**src/rtl/round_sequencer.sv**
```systemverilog
// Round sequencer for a two-player cat/dog/chicken game.
// Latches both choices, draws the round sprites and keeps score.
module round_sequencer #(
  parameter logic [3:0] WIN_SCORE = 4'd9,
  parameter logic [7:0] P1_X      = 8'd20,
  parameter logic [7:0] P2_X      = 8'd100,
  parameter logic [6:0] SPR_Y     = 7'd40,
  parameter logic [7:0] RES_X     = 8'd60,
  parameter logic [6:0] RES_Y     = 7'd90
) (
  input  logic       clk,
  input  logic       reset,
  input  logic       go,
  input  logic [2:0] p1_choice,
  input  logic [2:0] p2_choice,
  output logic       draw_req,
  output logic [2:0] draw_sprite,
  output logic [7:0] draw_x,
  output logic [6:0] draw_y,
  input  logic       draw_done,
  output logic [3:0] score1,
  output logic [3:0] score2,
  output logic [1:0] result,
  output logic       busy,
  output logic       game_over
);

  typedef enum logic [2:0] {
    S_IDLE,
    S_CLEAR,
    S_P1,
    S_P2,
    S_RES,
    S_SCORE,
    S_DOVER,
    S_OVER
  } state_t;

  state_t     state_q, state_d;
  logic       req_q, req_d;
  logic [2:0] p1_q, p1_d;
  logic [2:0] p2_q, p2_d;
  logic [3:0] s1_q, s1_d;
  logic [3:0] s2_q, s2_d;
  logic [1:0] res_q, res_d;
  logic [1:0] win;
  logic       drawing;
  logic       ack;
  logic       p1_beats;

  // Anything other than a clean one-hot choice plays as cat.
  function automatic logic [2:0] clean(input logic [2:0] c);
    case (c)
      3'b001, 3'b010, 3'b100: clean = c;
      default:                clean = 3'b001;
    endcase
  endfunction

  function automatic logic [2:0] animal_id(input logic [2:0] c);
    case (c)
      3'b010:  animal_id = 3'd2;
      3'b100:  animal_id = 3'd3;
      default: animal_id = 3'd1;
    endcase
  endfunction

  // dog beats cat, cat beats chicken, chicken beats dog
  assign p1_beats = (p1_q[1] & p2_q[0])
                  | (p1_q[0] & p2_q[2])
                  | (p1_q[2] & p2_q[1]);

  always_comb begin
    win = 2'b10;
    if (p1_q == p2_q) win = 2'b11;
    else if (p1_beats) win = 2'b01;
  end

  assign drawing = (state_q == S_CLEAR) || (state_q == S_P1)
                || (state_q == S_P2) || (state_q == S_RES)
                || (state_q == S_DOVER);
  assign ack = req_q & draw_done;

  always_comb begin
    state_d = state_q;
    p1_d    = p1_q;
    p2_d    = p2_q;
    s1_d    = s1_q;
    s2_d    = s2_q;
    res_d   = res_q;
    req_d   = drawing & ~ack;
    unique case (state_q)
      S_IDLE: begin
        if (go) begin
          p1_d    = clean(p1_choice);
          p2_d    = clean(p2_choice);
          state_d = S_CLEAR;
        end
      end
      S_CLEAR: if (ack) state_d = S_P1;
      S_P1:    if (ack) state_d = S_P2;
      S_P2: begin
        if (ack) begin
          state_d = S_RES;
          res_d   = win;
        end
      end
      S_RES:   if (ack) state_d = S_SCORE;
      S_SCORE: begin
        state_d = S_IDLE;
        if (res_q == 2'b01) begin
          if (s1_q < WIN_SCORE) s1_d = s1_q + 4'd1;
          if (s1_d == WIN_SCORE) state_d = S_DOVER;
        end else if (res_q == 2'b10) begin
          if (s2_q < WIN_SCORE) s2_d = s2_q + 4'd1;
          if (s2_d == WIN_SCORE) state_d = S_DOVER;
        end
      end
      S_DOVER: if (ack) state_d = S_OVER;
      S_OVER: begin
        if (go) begin
          s1_d    = 4'd0;
          s2_d    = 4'd0;
          res_d   = 2'b00;
          state_d = S_IDLE;
        end
      end
      default: state_d = S_IDLE;
    endcase
  end

  always_ff @(posedge clk) begin
    if (reset) begin
      state_q <= S_IDLE;
      req_q   <= 1'b0;
      p1_q    <= 3'b001;
      p2_q    <= 3'b001;
      s1_q    <= 4'd0;
      s2_q    <= 4'd0;
      res_q   <= 2'b00;
    end else begin
      state_q <= state_d;
      req_q   <= req_d;
      p1_q    <= p1_d;
      p2_q    <= p2_d;
      s1_q    <= s1_d;
      s2_q    <= s2_d;
      res_q   <= res_d;
    end
  end

  // Sprite fields follow the state, so they hold still for a whole request.
  always_comb begin
    draw_sprite = 3'd0;
    draw_x      = 8'd0;
    draw_y      = 7'd0;
    unique case (state_q)
      S_P1: begin
        draw_sprite = animal_id(p1_q);
        draw_x      = P1_X;
        draw_y      = SPR_Y;
      end
      S_P2: begin
        draw_sprite = animal_id(p2_q);
        draw_x      = P2_X;
        draw_y      = SPR_Y;
      end
      S_RES: begin
        draw_sprite = (res_q == 2'b01) ? 3'd4 :
                      (res_q == 2'b10) ? 3'd5 : 3'd6;
        draw_x      = RES_X;
        draw_y      = RES_Y;
      end
      S_DOVER: begin
        draw_sprite = 3'd7;
        draw_x      = RES_X;
        draw_y      = RES_Y;
      end
      default: begin
        draw_sprite = 3'd0;
        draw_x      = 8'd0;
        draw_y      = 7'd0;
      end
    endcase
  end

  assign draw_req  = req_q;
  assign score1    = s1_q;
  assign score2    = s2_q;
  assign result    = res_q;
  assign busy      = (state_q != S_IDLE) && (state_q != S_OVER);
  assign game_over = (state_q == S_OVER);

endmodule

```
**config.mk**
```make
export PLATFORM = sky130hd
export DESIGN_NAME = round_sequencer
export DESIGN_NICKNAME = d
export VERILOG_FILES = /design/src/rtl/round_sequencer.sv
export SDC_FILE = /design/constraint.sdc
export NUM_CORES = 1
export LEC_CHECK = 0
export CAP_MARGIN = 20
export CORE_ASPECT_RATIO = 0.75
export CORE_MARGIN = 4
export CORE_UTILIZATION = 53
export CTS_BUF_LIST = sky130_fd_sc_hd__clkbuf_8
export DETAILED_ROUTE_END_ITERATION = 7
export PLACE_DENSITY = 0.87
export SETUP_SLACK_MARGIN = 0.05
export SYNTH_ARGS = -nofsm -noshare
export SYNTH_HDL_FRONTEND = slang
export SYNTH_SLANG_ARGS = --single-unit
```
**constraint.sdc**
```tcl
create_clock -name clk -period 4.39 [get_ports clk]
set_clock_uncertainty 0.05 [all_clocks]
set_input_delay 1.317 -clock clk [delete_from_list [all_inputs] [get_ports clk]]
set_output_delay 1.317 -clock clk [all_outputs]
set_load 0.05 [all_outputs]
```
==> flow_summary.json, run 1 <==
{
  "post-route-period-util_pct": 87.79,
  "num_vias": 1436,
  "hold_buffers": 0,
  "cap_violations": 0,
  "synthTopCellsByArea": "dfxtp_1 27%, nor2_1 7.3%, a21oi_1 6.4%",
  "busiest_layer": "met2",
  "yosysMostFrequentCell": "nor2_1",
  "finalPower_mw": 0.4111,
  "synth_fa_ha_area_share_pct": 5.907,
  "die_y_microns": 53.81,
  "ctsLongestPathBuffers": 2,
  "synth_top_cell_by_area": "dfxtp_1",
  "crit_fanout": 17,
  "ys_seq_area_share_pct": 27.00,
  "io-pin-count": 41,
  "grt_use_met3_pct": 4.851,
  "max_freq_mhz": 259.5,
  "synth_xor_area_share_pct": 2.954,
  "postCtsSetupRepairBufs": 0,
  "holdPathStages": 2,
  "syn_area_per_cell_sq_um": 7.413,
  "synth_compound_area_share_pct": 20.42,
  "period_needed_ns": 3.854,
  "finish.utilization_pct": 69.32,
  "drc_errors": 0,
  "met1_usage_pct": 26.68,
  "yosys-mux-area-fraction_pct": 2.025,
  "finalHoldViolCount": 0,
  "routed_wirelength_microns": 3394,
  "gr-usage-met2_pct": 29.43,
  "clk-insertion-delay-late_ns": 0.27,
  "slew_violations": 0,
  "synth-async-reset-ratio_pct": 0,
  "ys.warnings.count": 0,
  "r2r.worst_path.cells": 4,
  "cts_tree": "done",
  "num_antenna_cells": 0,
  "cp-end-kind": "output pin",
  "min_from": "result[0]",
  "path_clk_slew_ns": 0.08,
  "grt_pass1_vias": 1228,
  "rows": 16,
  "dpl.hpwl_microns": 2518,
  "synth_flop_cell": "dfxtp_1",
  "status": "complete, no violations",
  "coreArea_sq_um": 2643,
  "synth_top_area_share_pct": 27.00,
  "grt_start_max_net_pins": 23,
  "required_ns": 3.02,
  "detail-route-antenna-nets": 0,
  "layout-drive-gt1-share_pct": 4.054,
  "syn_to_final_growth_pct": 23.54,
  "grt_pass1_wl_microns": 5747,
  "root_buffer": "clkbuf_8",
  "synth_common_cells": "29 x nor2_1, 20 x dfxtp_1, 19 x a21oi_1",
  "slew_headroom_pct": 46.11,
  "leakage_nw": 0.7299,
  "tightestPinTransition_ns": 0.8059,
  "cp-start-kind": "register",
  "cts_max_level": 1,
  "synth-simple-area-share_pct": 30.80,
  "cts.sinks": 20,
  "setup_tns_ns": 0,
  "hp-class": "reg -> reg",
  "via_per_inst": 5.566,
  "antenna_found_initial": 0,
  "setup-violations-final": 0,
  "yosysUniqueCellTypes": 46,
  "cts_resized": 0,
  "synth_area_sq_um": 1483,
  "grt_overflow": 0,
  "start_util_pct": 56.11,
  "routabilityCongestion": 0.8361,
  "numCtsBuffers": 3,
  "drtPass1Iterations": 4,
  "dieWidth_microns": 69.08,
  "powerDensity_nw_per_um2": 224.4,
  "synth_cells": 200,
  "synth-edff-count": 0,
  "crit_type": "reg -> out",
  "fin_nets": 240,
  "io_buffers": 35,
  "crit_arrival_ns": 2.49,
  "dr.first_iter.drc_count": 101,
  "synth_top_family_by_area": "simple AND/OR/NAND/NOR gates",
  "worstReg2RegStart": "state_q[2]",
  "ys_ff_latch": 20,
  "vdd_ir_drop_max_v": 0.0001730,
  "rsz0062_at_grt": "no",
  "track_usage_pct": 19.06,
  "crit_start": "state_q[1]",
  "routedWlPerCell_microns": 13.16,
  "die_area_sq_um": 3717
}
## path summary, 6_finish.rpt
check                        end  slack, ns
hold reg to reg        result[0]       0.49
hold / removal         result[0]       0.49
setup reg to reg      state_q[1]       2.49
setup / recovery  draw_sprite[1]       0.54
## worst max-delay path: stages (launching register included)
cell,delay (ns)
dfxtp_1,0.65
and2b_1,0.29
nand2_1,0.11
o311ai_1,0.32
clkdlybuf4s50_1,0.85
## cell families after synthesis
kind of cell,Yosys count
flops,20
other cells,1
fa+ha+maj,7
mux,3
xor+xnor,5
compound gates,45
simple gates,87
buf+inv,32
## power by group
part / switching [mW] / total, mW / internal, mW
registers: 0.0110 / 0.196 / 0.185
clock network: 0.0635 / 0.144 / 0.0800
logic: 0.0448 / 0.0714 / 0.0266
## metrics by stage
| stage | std cells | hold slack, ns | setup WS, ns | cell area, sq um |
|---|---|---|---|---|
| 2_1_floorplan | 204 | 0.5338 | 0.6909 | 1498 |
| 3_3_place_gp | 254 | 0.4649 | 0.9118 | 1777 |
| 3_5_place_dp | 254 | 0.4726 | 0.8226 | 1777 |
| 4_1_cts | 258 | 0.4895 | 0.5284 | 1832 |
| 5_1_grt | 258 | 0.5122 | 0.3841 | 1832 |
| 6_report | 258 | 0.4858 | 0.5359 | 1832 |
## sequential cells by signal, indices dropped and copies added (netlist names)
| name | cells |
|---|---|
| score1 | 4 |
| score2 | 4 |
| p1_q | 3 |
| p2_q | 3 |
| state_q | 3 |
| result | 2 |
| draw_req | 1 |
## cell type report
type	count	area, sq um
multi-input cells	152	939.7
fillers	228	810.8
flip-flops and latches	20	400.4
repair buffers	35	350.3
clock buffers	4	55.05
well taps	36	45.04
inverters	11	41.29
## metal layers
layer	vias up	routed length (microns)
met5	-	0
met4	0	38
met1	653	1692
li1	730	-
met3	4	267
met2	49	1395
## layout by cell type, fill, tap and decap left out, types with 3 or more instances in the layout
| master | n |
|---|---|
| ha_1 | 7 |
| a31oi_1 | 3 |
| clkbuf_8 | 4 |
| inv_1 | 11 |
| nand2b_1 | 6 |
| o21bai_1 | 3 |
| nand2_1 | 15 |
| a21oi_1 | 19 |
| and3_1 | 3 |
| o21ai_1 | 3 |
| conb_1 | 5 |
| clkdlybuf4s50_1 | 35 |
| xnor2_1 | 4 |
| nand3_1 | 6 |
| dfxtp_1 | 20 |
| a221oi_1 | 3 |
| mux2i_1 | 3 |
| nor2_1 | 29 |
| nor3_1 | 8 |
| nor3b_1 | 3 |
(Power assumes the default switching activity.)
==> run 2, diff against run 1 <==
--- a/config.mk
+++ b/config.mk
@@ -7,7 +7,7 @@
 export LEC_CHECK = 0
 export CAP_MARGIN = 20
 export CORE_ASPECT_RATIO = 0.75
-export CORE_MARGIN = 4
+export CORE_MARGIN = 2
 export CORE_UTILIZATION = 53
 export CTS_BUF_LIST = sky130_fd_sc_hd__clkbuf_8
 export DETAILED_ROUTE_END_ITERATION = 7
==> flow_summary.json, run 2 (synthesis gave the netlist of run 1 again) <==
{
  "dieWidth_microns": 65.08,
  "slew_violations": 0,
  "cap_violations": 0,
  "reg2reg_to": "state_q[1]",
  "finalHoldViolCount": 0,
  "holdPathStages": 2,
  "status": "complete, no violations",
  "crit_type": "reg -> out",
  "crit_chain": "nand2_1 -> o311ai_1 -> clkdlybuf4s50_1",
  "cts.sinks": 20,
  "routedWlPerCell_microns": 12.77,
  "io_buffers": 35,
  "power.net_switching_mw": 0.1211,
  "track_usage_pct": 22.38,
  "ctsLongestPathBuffers": 2,
  "fin_nets": 241,
  "layout-drive-gt1-share_pct": 4.484,
  "setup_tns_ns": 0,
  "crit_start": "state_q[0]",
  "vdd_ir_drop_max_v": 0.0002262,
  "path_clk_slew_ns": 0.08,
  "tightestPinTransition_ns": 0.7805,
  "postCtsSetupRepairBufs": 0,
  "dpl_worst_slack_ns": 0.9067,
  "start_util_pct": 56.11,
  "crit_arrival_ns": 2.40,
  "required_ns": 3.02,
  "rsz0062_at_grt": "no",
  "slew_headroom_pct": 47.80,
  "grt_pass1_wl_microns": 5685,
  "detail-route-antenna-nets": 0,
  "hold_buffers": 0,
  "cts_tree": "done",
  "internal-power_mw": 0.2920,
  "die_area_sq_um": 3241,
  "leakage_nw": 0.7354,
  "root_buffer": "clkbuf_8",
  "whs_endpoint": "result[0]",
  "setup_slack_ns": 0.6237,
  "syn_to_final_growth_pct": 24.05,
  "cts_max_level": 1,
  "io-pin-count": 41,
  "reg2reg_slack_ns": 2.48,
  "numCtsBuffers": 3,
  "clockPowerShare_pct": 35.0,
  "grt_overflow": 0,
  "worstReg2RegStart": "state_q[2]",
  "mostFrequentLayoutCells": "35 x clkdlybuf4s50_1, 29 x nor2_1, 20 x dfxtp_1, 19 x a21oi_1, 15 x nand2_1",
  "combinationalPowerShare_pct": 17.5,
  "antenna_found_initial": 0,
  "grt_start_max_net_pins": 23,
  "die_y_microns": 49.81,
  "r2r.worst_path.cells": 4,
  "powerDensity_nw_per_um2": 224.6,
  "rows": 16,
  "regArea_sq_um": 400.4,
  "crit_fanout": 22,
  "cts_resized": 0,
  "clk-insertion-delay-late_ns": 0.27,
  "fill_cells": 211,
  "routabilityCongestion": 0.8585,
  "cp-end-kind": "output pin",
  "slowest_stage": "clkdlybuf4s50_1",
  "multi_input_area_sq_um": 939.7,
  "dr.first_iter.drc_count": 130,
  "seq_power_share_pct": 47.5,
  "drc_errors": 0,
  "routed_wirelength_microns": 3308,
  "post-route-period-util_pct": 85.79,
  "slowest_delay_ns": 0.85,
  "layout_commonest_cell": "clkdlybuf4s50_1",
  "setup-violations-final": 0,
  "grt_pass1_vias": 1253,
  "cp-start-kind": "register",
  "via_per_inst": 5.506,
  "period_needed_ns": 3.766,
  "swShare_pct": 29.32,
  "num_antenna_cells": 0,
  "drtPass1Iterations": 4,
  "num_vias": 1426,
  "dpl.hpwl_microns": 2422,
  "max_freq_mhz": 265.5,
  "coreArea_sq_um": 2643,
  "min_from": "result[0]",
  "hp-class": "reg -> reg"
}
run 2: cell types whose count changed in the layout (fill, tap and decap cells not counted):
cell	before	now
buf_4	0	1
run 2: worst max path at each step:
stage | end | slack [ns] | depth (start not counted)
2_1_floorplan | draw_sprite[1] | 0.69 | 3
3_3_place_gp | draw_sprite[1] | 0.96 | 3
3_5_place_dp | draw_sprite[1] | 0.91 | 3
4_1_cts | draw_sprite[1] | 0.63 | 3
5_1_grt | draw_sprite[1] | 0.46 | 3
6_report | draw_sprite[1] | 0.62 | 3
run 2: metal layers:
| layer | up-vias | global-route usage [%] | share of wire (%) |
|---|---|---|---|
| met4 | 0 | 6.597 | 1.4 |
| met5 | - | 0 | 0 |
| met1 | 628 | 33.43 | 51 |
| li1 | 737 | - | - |
| met3 | 6 | 6.393 | 7.2 |
| met2 | 55 | 30.93 | 40 |
run 2: power groups by stage:
stage               clock, mW  combinational, mW  sequential, mW
floorplan                   0             0.0598           0.194
global placement            0             0.0713           0.199
detailed placement          0             0.0718           0.200
CTS                     0.147             0.0721           0.196
global route            0.156             0.0783           0.197
finish                  0.145             0.0724           0.196
run 2: cell type report:
| class | instances | share of cell area, % |
|---|---|---|
| inverter | 11 | 2.245 |
| clock buffer | 4 | 2.993 |
| timing repair buffer | 36 | 19.46 |
| tap | 36 | 2.449 |
| multi-input combinational | 152 | 51.09 |
| sequential | 20 | 21.77 |
run 2: critical path, delay by kind of cell, from the launching register on:
family | cells | cell delay, ns
buf+inv | 1 | 0.85
flops | 1 | 0.77
compound gates | 1 | 0.30
simple gates | 1 | 0.21
run 2: per-stage QoR:
| step | power, mW | utilization [%] | instance area, sq um | std cells | hold WS (ns) |
|---|---|---|---|---|---|
| 2_1_floorplan | 0.2536 | - | 1498 | 204 | 0.5338 |
| 3_3_place_gp | 0.2706 | 67.52 | 1784 | 255 | 0.4589 |
| 3_5_place_dp | 0.2718 | 67.52 | 1784 | 255 | 0.4649 |
| 4_1_cts | 0.4152 | 69.60 | 1839 | 259 | 0.4843 |
| 5_1_grt | 0.4319 | 69.60 | 1839 | 259 | 0.5434 |
| 6_report | 0.4131 | 69.60 | 1839 | 259 | 0.4835 |
